**config.mk**
```make
export PLATFORM = sky130hd
export DESIGN_NAME = instr_encoder
export DESIGN_NICKNAME = d
export VERILOG_FILES = /design/src/rtl/legv8_pkg.sv /design/src/rtl/instr_field_pack.sv /design/src/rtl/instr_encoder.sv
export SDC_FILE = /design/constraint.sdc
export NUM_CORES = 1
export LEC_CHECK = 0
export ABC_CLOCK_PERIOD_IN_PS = 2600
export CORE_UTILIZATION = 46
export CTS_CLUSTER_DIAMETER = 80
export DETAILED_ROUTE_END_ITERATION = 8
export PLACE_DENSITY = 0.81
export SETUP_SLACK_MARGIN = 0.5
export SYNTH_ARGS = -nofsm -noshare
export SYNTH_HDL_FRONTEND = slang
export SYNTH_SLANG_ARGS = --single-unit
```
**constraint.sdc**
```tcl
create_clock -name clk -period 2.6 [get_ports clk]
set_clock_uncertainty 0.05 [all_clocks]
set_input_delay 0.52 -clock clk [delete_from_list [all_inputs] [get_ports clk]]
set_output_delay 0.52 -clock clk [all_outputs]
set_load 0.02 [all_outputs]
```
**src/rtl/legv8_pkg.sv**
```systemverilog
// LEGv8 encoder shared definitions: operation enum, opcode constants and field widths.
// Opcode constants are left-justified into bit 31 by the field packer.
package legv8_pkg;

   typedef enum logic [3:0] {
      OP_B    = 4'd0,
      OP_BL   = 4'd1,
      OP_CBZ  = 4'd2,
      OP_CBNZ = 4'd3,
      OP_LDUR = 4'd4,
      OP_STUR = 4'd5,
      OP_ADD  = 4'd6,
      OP_SUB  = 4'd7,
      OP_AND  = 4'd8,
      OP_ORR  = 4'd9,
      OP_ADDI = 4'd10,
      OP_SUBI = 4'd11,
      OP_ANDI = 4'd12,
      OP_ORRI = 4'd13,
      OP_MOVK = 4'd14
   } op_e;

   localparam logic [5:0]  OPC_B    = 6'b000101;
   localparam logic [5:0]  OPC_BL   = 6'b100101;
   localparam logic [7:0]  OPC_CBZ  = 8'b10110100;
   localparam logic [7:0]  OPC_CBNZ = 8'b10110101;
   localparam logic [10:0] OPC_LDUR = 11'b11111000010;
   localparam logic [10:0] OPC_STUR = 11'b11111000000;
   localparam logic [10:0] OPC_ADD  = 11'b10001011000;
   localparam logic [10:0] OPC_SUB  = 11'b11001011000;
   localparam logic [10:0] OPC_AND  = 11'b10001010000;
   localparam logic [10:0] OPC_ORR  = 11'b10101010000;
   localparam logic [9:0]  OPC_ADDI = 10'b1001000100;
   localparam logic [9:0]  OPC_SUBI = 10'b1101000100;
   localparam logic [9:0]  OPC_ANDI = 10'b1001001000;
   localparam logic [9:0]  OPC_ORRI = 10'b1011001000;
   localparam logic [8:0]  OPC_MOVK = 9'b111100101;

   localparam int unsigned IMM_W      = 26;
   localparam int unsigned IMM_CB_W   = 19;
   localparam int unsigned IMM_D_W    = 9;
   localparam int unsigned IMM_I_W    = 12;
   localparam int unsigned IMM_MOVK_W = 16;

   // True when the immediate has no set bits above the field width w.
   function automatic logic imm_fits(input logic [IMM_W-1:0] imm, input int unsigned w);
      return (imm >> w) == '0;
   endfunction

endpackage

```
**src/rtl/instr_field_pack.sv**
```systemverilog
// Combinational LEGv8 field packer: operation plus operands -> 32-bit word and reject flag.
// Register-form ops carry no immediate, so in_imm is ignored for them.
module instr_field_pack
   import legv8_pkg::*;
(
   input  logic [3:0]       op_i,
   input  logic [4:0]       rd_i,
   input  logic [4:0]       rn_i,
   input  logic [4:0]       rm_i,
   input  logic [IMM_W-1:0] imm_i,
   input  logic [1:0]       hw_i,
   output logic [31:0]      instr_o,
   output logic             reject_o
);

   always_comb begin
      instr_o  = '0;
      reject_o = 1'b0;
      case (op_i)
         OP_B:    instr_o = {OPC_B,  imm_i[25:0]};
         OP_BL:   instr_o = {OPC_BL, imm_i[25:0]};
         OP_CBZ, OP_CBNZ: begin
            instr_o  = {(op_i == OP_CBZ) ? OPC_CBZ : OPC_CBNZ, imm_i[18:0], rd_i};
            reject_o = !imm_fits(imm_i, IMM_CB_W);
         end
         OP_LDUR, OP_STUR: begin
            instr_o  = {(op_i == OP_LDUR) ? OPC_LDUR : OPC_STUR, imm_i[8:0], 2'b00, rn_i, rd_i};
            reject_o = !imm_fits(imm_i, IMM_D_W);
         end
         OP_ADD:  instr_o = {OPC_ADD, rm_i, 6'd0, rn_i, rd_i};
         OP_SUB:  instr_o = {OPC_SUB, rm_i, 6'd0, rn_i, rd_i};
         OP_AND:  instr_o = {OPC_AND, rm_i, 6'd0, rn_i, rd_i};
         OP_ORR:  instr_o = {OPC_ORR, rm_i, 6'd0, rn_i, rd_i};
         OP_ADDI, OP_SUBI, OP_ANDI, OP_ORRI: begin
            case (op_i)
               OP_ADDI: instr_o = {OPC_ADDI, imm_i[11:0], rn_i, rd_i};
               OP_SUBI: instr_o = {OPC_SUBI, imm_i[11:0], rn_i, rd_i};
               OP_ANDI: instr_o = {OPC_ANDI, imm_i[11:0], rn_i, rd_i};
               default: instr_o = {OPC_ORRI, imm_i[11:0], rn_i, rd_i};
            endcase
            reject_o = !imm_fits(imm_i, IMM_I_W);
         end
         OP_MOVK: begin
            instr_o  = {OPC_MOVK, hw_i, imm_i[15:0], rd_i};
            reject_o = !imm_fits(imm_i, IMM_MOVK_W);
         end
         default: reject_o = 1'b1;
      endcase
   end

endmodule

```
**src/rtl/instr_encoder.sv**
```systemverilog
// LEGv8 instruction encoder: ready/valid request in, one registered encoded word plus word address out.
// Rejected requests are consumed silently and only counted.
module instr_encoder
   import legv8_pkg::*;
#(
   parameter int unsigned START_ADDR = 0,
   parameter int unsigned ADDR_W     = 8,
   parameter int unsigned ERRCNT_W   = 8
) (
   input  logic                clk,
   input  logic                reset_n,
   input  logic                clear,
   input  logic                in_valid,
   output logic                in_ready,
   input  logic [3:0]          in_op,
   input  logic [4:0]          in_rd,
   input  logic [4:0]          in_rn,
   input  logic [4:0]          in_rm,
   input  logic [25:0]         in_imm,
   input  logic [1:0]          in_hw,
   output logic                out_valid,
   input  logic                out_ready,
   output logic [31:0]         out_instr,
   output logic [ADDR_W-1:0]   out_addr,
   output logic                err_sticky,
   output logic [ERRCNT_W-1:0] err_count
);

   localparam logic [ADDR_W-1:0] START = ADDR_W'(START_ADDR);

   logic                out_valid_q,  out_valid_d;
   logic [31:0]         out_instr_q,  out_instr_d;
   logic [ADDR_W-1:0]   out_addr_q,   out_addr_d;
   logic                err_sticky_q, err_sticky_d;
   logic [ERRCNT_W-1:0] err_count_q,  err_count_d;

   logic [31:0] pack_instr;
   logic        pack_reject;
   logic        accept;
   logic        handshake;

   instr_field_pack u_pack (
      .op_i     (in_op),
      .rd_i     (in_rd),
      .rn_i     (in_rn),
      .rm_i     (in_rm),
      .imm_i    (in_imm),
      .hw_i     (in_hw),
      .instr_o  (pack_instr),
      .reject_o (pack_reject)
   );

   assign in_ready  = !out_valid_q || out_ready;
   assign accept    = in_valid && in_ready;
   assign handshake = out_valid_q && out_ready;

   // out_addr_q tags whatever word sits in the output stage, so advancing it on the
   // handshake gives a same-edge accepted word the next address automatically.
   always_comb begin
      out_valid_d  = out_valid_q;
      out_instr_d  = out_instr_q;
      out_addr_d   = out_addr_q;
      err_sticky_d = err_sticky_q;
      err_count_d  = err_count_q;
      if (handshake) begin
         out_valid_d = 1'b0;
         out_addr_d  = out_addr_q + ADDR_W'(1);
      end
      if (accept) begin
         if (pack_reject) begin
            err_sticky_d = 1'b1;
            if (err_count_q != '1) err_count_d = err_count_q + ERRCNT_W'(1);
         end else begin
            out_valid_d = 1'b1;
            out_instr_d = pack_instr;
         end
      end
      if (clear) begin
         out_addr_d   = START;
         err_sticky_d = 1'b0;
         err_count_d  = '0;
      end
   end

   always_ff @(posedge clk) begin
      if (!reset_n) begin
         out_valid_q  <= 1'b0;
         out_instr_q  <= '0;
         out_addr_q   <= START;
         err_sticky_q <= 1'b0;
         err_count_q  <= '0;
      end else begin
         out_valid_q  <= out_valid_d;
         out_instr_q  <= out_instr_d;
         out_addr_q   <= out_addr_d;
         err_sticky_q <= err_sticky_d;
         err_count_q  <= err_count_d;
      end
   end

   assign out_valid  = out_valid_q;
   assign out_instr  = out_instr_q;
   assign out_addr   = out_addr_q;
   assign err_sticky = err_sticky_q;
   assign err_count  = err_count_q;

endmodule
```
# Word-level counts from Yosys, hierarchy flattened
# Cells that the tools add are included.
[word_totals] reg_bits=50 latch_bits=0 mem_bits_rw=0 romBits=0 memories=0
[op_classes] add_sub_neg=2 multipliers=0 div=0 order_cmp=0 eq_ne=15 n_shift=0 n_mux=8 bitwise_logic=2 reduce_logical=21
[op_table] operator="case mux 32 bit (10 select lines)" count=1
[op_table] operator="logical NOT 26 bit" count=4
[op_table] operator="case mux 31 bit (3 select lines)" count=1
[op_table] operator="== test 4 bit, second input constant" count=7
[op_table] operator="adder 8 x 1 -> 8 bit, second input constant" count=2
[op_table] operator="== test 4 x 3 -> 1 bit, second input constant" count=4
[op_table] operator="== test 4 x 2 -> 1 bit, second input constant" count=2
[op_table] operator="inequality test 8 bit, second input constant" count=1
[op_table] operator="OR reduction 2 bit" count=3
[op_table] operator="OR reduction 6 bit" count=1
[op_table] operator="logical NOT 1 bit" count=5
[op_table] operator="case mux 1 bit (5 select lines)" count=1
[op_table] operator="== test 4 x 1 -> 1 bit, second input constant" count=1
[op_table] operator="logical NOT 4 bit" count=1
[op_table] operator="two-way mux 1 bit" count=4
[op_table] operator="AND reduction 2 bit" count=2
[op_table] operator="OR reduction 4 bit" count=1
[op_table] operator="AND reduction 3 bit" count=1
[op_table] operator="logical AND 1 bit" count=2
[op_table] operator="two-way mux 2 bit" count=1
[op_table] operator="NOT 1 bit" count=2
[op_table] operator="logical OR 1 bit" count=1

# Depth between registers and ports, before layout
[logic_depth] ltp_word=5 depth_mapped=9 depth_no_buf=6

# Cells and area by module
# A second synthesis with hierarchy kept.
[hier_totals] hier_cells=379 hier_area_um2=3106.7
[by_module_without_submodules] module="instr_encoder" n_inst=1 cells_per_inst=231 area_per_inst_um2=2033.2 seq_area_each_um2=1001.0
[by_module_without_submodules] module="instr_field_pack" n_inst=1 cells_per_inst=148 area_per_inst_um2=1073.5 seq_area_each_um2=0.0

# Worst setup path after synthesis
# OpenSTA, ideal clock, no wires.
[synth_timing] path_kind="input to register" start="in in_op[0]" end="reg err_count_q[2] (netlist: err_count[2])" t_arrival_ns=1.953 setup_slack_ns=0.538 path_stages=8 path_cell_list="buf_2 nand4b_1 o211ai_2 a21oi_4 a21o_1 buf_2 or4_1 nand2_1"
[synth_via] elab_chain_cells=4 elab_cells_between_ends=21 classes_between="eq/ne: 14; mux: 1; reduce/logical: 6"
[synth_rtl] item="start, declared" line_no="instr_encoder.sv:15" source="input logic [3:0] in_op,"
[synth_rtl] item="== test 4 x 1 -> 1 bit, or another cell as far along" line_no="instr_field_pack.sv:19" source="case (op_i)"
[synth_rtl] item="OR reduction 6 bit (no line), or another cell as far along"
[synth_rtl] item="case mux 1 bit (5 select lines) (*)" line_no="instr_field_pack.sv:19"
[synth_rtl] item="AND reduction 3 bit (no line) (*)"
[synth_rtl] item="end signal, assigned" line_no="instr_encoder.sv:97" source="err_count_q <= err_count_d;"
[synth_rtl] item="end, declared" line_no="instr_encoder.sv:35" source="logic [ERRCNT_W-1:0] err_count_q, err_count_d;"
# Every way passes the cells marked *; elsewhere a longest branch is shown, timed or not.
# A chain may end at the register's enable or synchronous reset.

# Final worst setup path
[layout_timing] start="in in_imm[23]" end="reg out_instr_q[31] (netlist: out_instr[31])"
[layout_via] elab_chain_cells=5 elab_cells_between_ends=11 classes_between="mux: 1; bitwise: 1; reduce/logical: 9"
[layout_rtl] item="start, declared" line_no="instr_encoder.sv:19" source="input logic [25:0] in_imm,"
[layout_rtl] item="logical NOT 26 bit" line_no="legv8_pkg.sv:47" source="return (imm >> w) == '0;"
[layout_rtl] item="logical NOT 1 bit, on equally long branches"
[layout_rtl] item="case mux 1 bit (5 select lines) (*)" line_no="instr_field_pack.sv:19"
[layout_rtl] item="NOT 1 bit (no line) (*)"
[layout_rtl] item="AND reduction 2 bit (no line) (*)"
[layout_rtl] item="end signal, assigned" line_no="instr_encoder.sv:94" source="out_instr_q <= out_instr_d;"
[layout_rtl] item="end, declared" line_no="instr_encoder.sv:32" source="logic [31:0] out_instr_q, out_instr_d;"
# Marks and branches as above.

==> results.sh <==
export IMPL_synth_fp_nets=424
export IMPL_holdBufCountCts=0
export IMPL_critical_path_required_ns=2.77
export IMPL_drc=0
export IMPL_drt_first_pass_iters=5
export IMPL_antennaDiodeCount=0
export IMPL_initial_utilization_pct=47.5
export IMPL_path_clk_slew_ns=0.10
export IMPL_fillers=421
export IMPL_p_seq_share_pct=40.4
export IMPL_grt_first_pass_wirelength_um=15600
export IMPL_die_height_um=82.7
export IMPL_async_reset_ff_share_pct=0
export IMPL_overflow=0
export IMPL_p_leak_nw=2.11
export IMPL_clock_latency_ns=0.31
export IMPL_synthTopCellsByCount="dfxtp_1, nand2_1, a21oi_1"
export IMPL_core_area_mm2=0.00631
export IMPL_clock_sinks=50
export IMPL_yosys_warnings=0
export IMPL_cp_end_kind="register"
export IMPL_nets=583
export IMPL_utilization_pct=79.5
export IMPL_hold_violations=0
export IMPL_port_buffers=102
export IMPL_synthCells=370
export IMPL_instances_no_fill=607
export IMPL_place_hpwl_um=7410
export IMPL_yosysSeqAreaShare_pct=33.4
export IMPL_tightest_slew_ns=0.503
export IMPL_via_per_inst=6.05
export IMPL_numCtsBuffers=5
export IMPL_cap_viol_max_count=0
export IMPL_first_global_vias=3180
export IMPL_dr_first_iter_drc_count=459
export IMPL_io_pins=103
export IMPL_syn_area_mm2=0.00300
export IMPL_outcome="finished, final reports clean"
export IMPL_cts_htree_levels=2
export IMPL_die_x_um=82.7
export IMPL_critPathMaxFanout=6
export IMPL_start_kind="input pin"
export IMPL_antenna_found_initial=0
export IMPL_ir_drop_uv=443
export IMPL_antenna_left=0
export IMPL_area_growth_pct=67.6
export IMPL_post_dp_cell_area_mm2=0.00440
export IMPL_synth_avg_cell_area_um2=8.10
export IMPL_yosysTopAreaCell="dfxtp_1"
export IMPL_drt_wl_total_um=11500
export IMPL_yosysUniqueCellTypes=57
export IMPL_fp_row_count=29
export IMPL_fin_area_mm2=0.00502
export IMPL_via_count=3672
export IMPL_fmax_mhz=456
export IMPL_placed_cells=568
export IMPL_cts_buffer_depth=2
export IMPL_switchingPower_w=0.000653
export IMPL_ys_ff_latch=50
export IMPL_power_share_switching_pct=31.7
export IMPL_clkPwrFrac_pct=24.2
export IMPL_grt_total_usage_pct=30.7
export IMPL_cp_arrival_ns=2.36
export IMPL_synth_area_leaders="dfxtp_1, nand2_1, o211a_1"
export IMPL_post_synth_top_area_fraction_pct=33.4
export IMPL_timing_final_crit_share_pct=84.4
export IMPL_hp_class="reg -> reg"
export IMPL_place_congestion=0.976
export IMPL_synth_top_flop_cell="dfxtp_1"
export IMPL_yosysMostFrequentCell="dfxtp_1"
export IMPL_cts_root_buffer="clkbuf_8"
export IMPL_rsz0062_at_grt="true"
export IMPL_grt_max_degree=24
export IMPL_cts_tree="yes"
export IMPL_power_internal_w=0.00141
export IMPL_p_per_area_mw_per_mm2=410
export IMPL_synth_edff_count=0
export IMPL_p_comb_share_pct=35.5
export IMPL_critical_path_class="in -> reg"
export IMPL_setup_viol=0
export IMPL_wl_per_cell_um=18.9
export IMPL_maxSlewViolCount=0
export IMPL_die_area_mm2=0.00684
export IMPL_min_period_ns=2.19
export IMPL_drive_above_1_share_pct=28.1
export IMPL_max_slew_margin_rel_pct=66.5
[flip-flops by register name (all words and copies together), names as in the netlist]
signal and cells:
out_addr 8, err_count 8, out_valid 1, out_instr 32, err_sticky 1
[worst paths after layout]
kind / startpoint / to / slack [ns] / cells after the start
max: in_imm[23] / out_instr[31] / 0.41 / 11
max reg2reg: err_count[0] / err_count[5] / 0.73 / 5
min reg2reg: out_instr[14] / out_instr[14] / 0.41 / 2
min: out_instr[14] / out_instr[14] / 0.41 / 2
[critical path, stage by stage]
cell,delay (ns)
buf_2,0.13
nor4_4,0.33
nand4_1,0.19
o22ai_2,0.21
buf_4,0.14
buf_6,0.10
and3b_2,0.27
buf_6,0.12
buf_12,0.11
mux2i_1,0.17
nor2b_1,0.06
[routing by layer]
| layer | wire length [um] | GRT usage, % |
|---|---|---|
| met2 | 5530 | 49.4 |
| met1 | 4690 | 40.5 |
| met3 | 939 | 5.05 |
| met4 | 291 | 12.6 |
| met5 | 0 | 0 |
[per-stage QoR]
stage / power [W] / hold WS, ns / worst slack, ns / setup TNS (ns)
floorplan: 0.00113 / 0.478 / 0.538 / 0
global placement: 0.00142 / 0.390 / -0.107 / -0.992
detailed placement: 0.00143 / 0.401 / -0.172 / -2.05
CTS: 0.00195 / 0.413 / 0.476 / 0
global route: 0.00213 / 0.436 / 0.376 / 0
finish: 0.00206 / 0.412 / 0.406 / 0
[final cells by class]
| class | count | area, um2 | area share (%) |
|---|---|---|---|
| Sequential cell | 50 | 1000 | 19.9 |
| Inverter | 11 | 41.3 | 0.822 |
| Tap cell | 77 | 96.3 | 1.92 |
| Timing Repair Buffer | 183 | 1790 | 35.7 |
| Clock inverter | 2 | 12.5 | 0.249 |
| Multi-Input combinational cell | 278 | 2000 | 39.8 |
| Clock buffer | 6 | 82.6 | 1.64 |
[cells by family (layout without fill, tap and decap cells)]
kind of cell	after synthesis	in the layout	synth area share, %
and+or+nand+nor	130	130	21.0
AOI/OAI and AO/OA	129	130	31.4
DFF	50	50	33.4
buffers and inverters	43	202	6.22
muxes	9	9	5.09
xor gates and xnor gates	7	7	2.05
adders and majority gates	2	2	0.835
[repair_timing]
action | 4_1_cts | 5_1_grt
buffers inserted | 13 | 13
endpoints found under the setup margin | 41 | 38
resized for setup | 76 | 66
cloned | 2 | 3
pin swaps | 21 | 33
[power groups by stage]
stage	sequential, W	combinational (W)	clock (W)
finish	0.000831	0.000730	0.000497
global route	0.000836	0.000768	0.000529
CTS	0.000830	0.000626	0.000490
detailed placement	0.000847	0.000582	0
global placement	0.000846	0.000577	0
floorplan	0.000897	0.000234	0
[layout by cell type, fill, tap and decap left out, types with 5 or more instances in the layout]
master	n
clkdlybuf4s50_1	80
a211o_1	7
o22ai_1	8
xor2_1	5
buf_6	19
inv_1	10
mux4_2	5
a221oi_1	7
buf_2	5
nand3_1	8
a22o_1	5
buf_12	6
nand2_1	46
nand4_1	6
o21ai_0	15
or3_1	8
buf_4	55
dfxtp_1	50
nor2_1	21
clkbuf_8	6
a22oi_1	6
a21boi_1	9
a21oi_1	28
o211a_1	16
(Power assumes the default switching activity.)
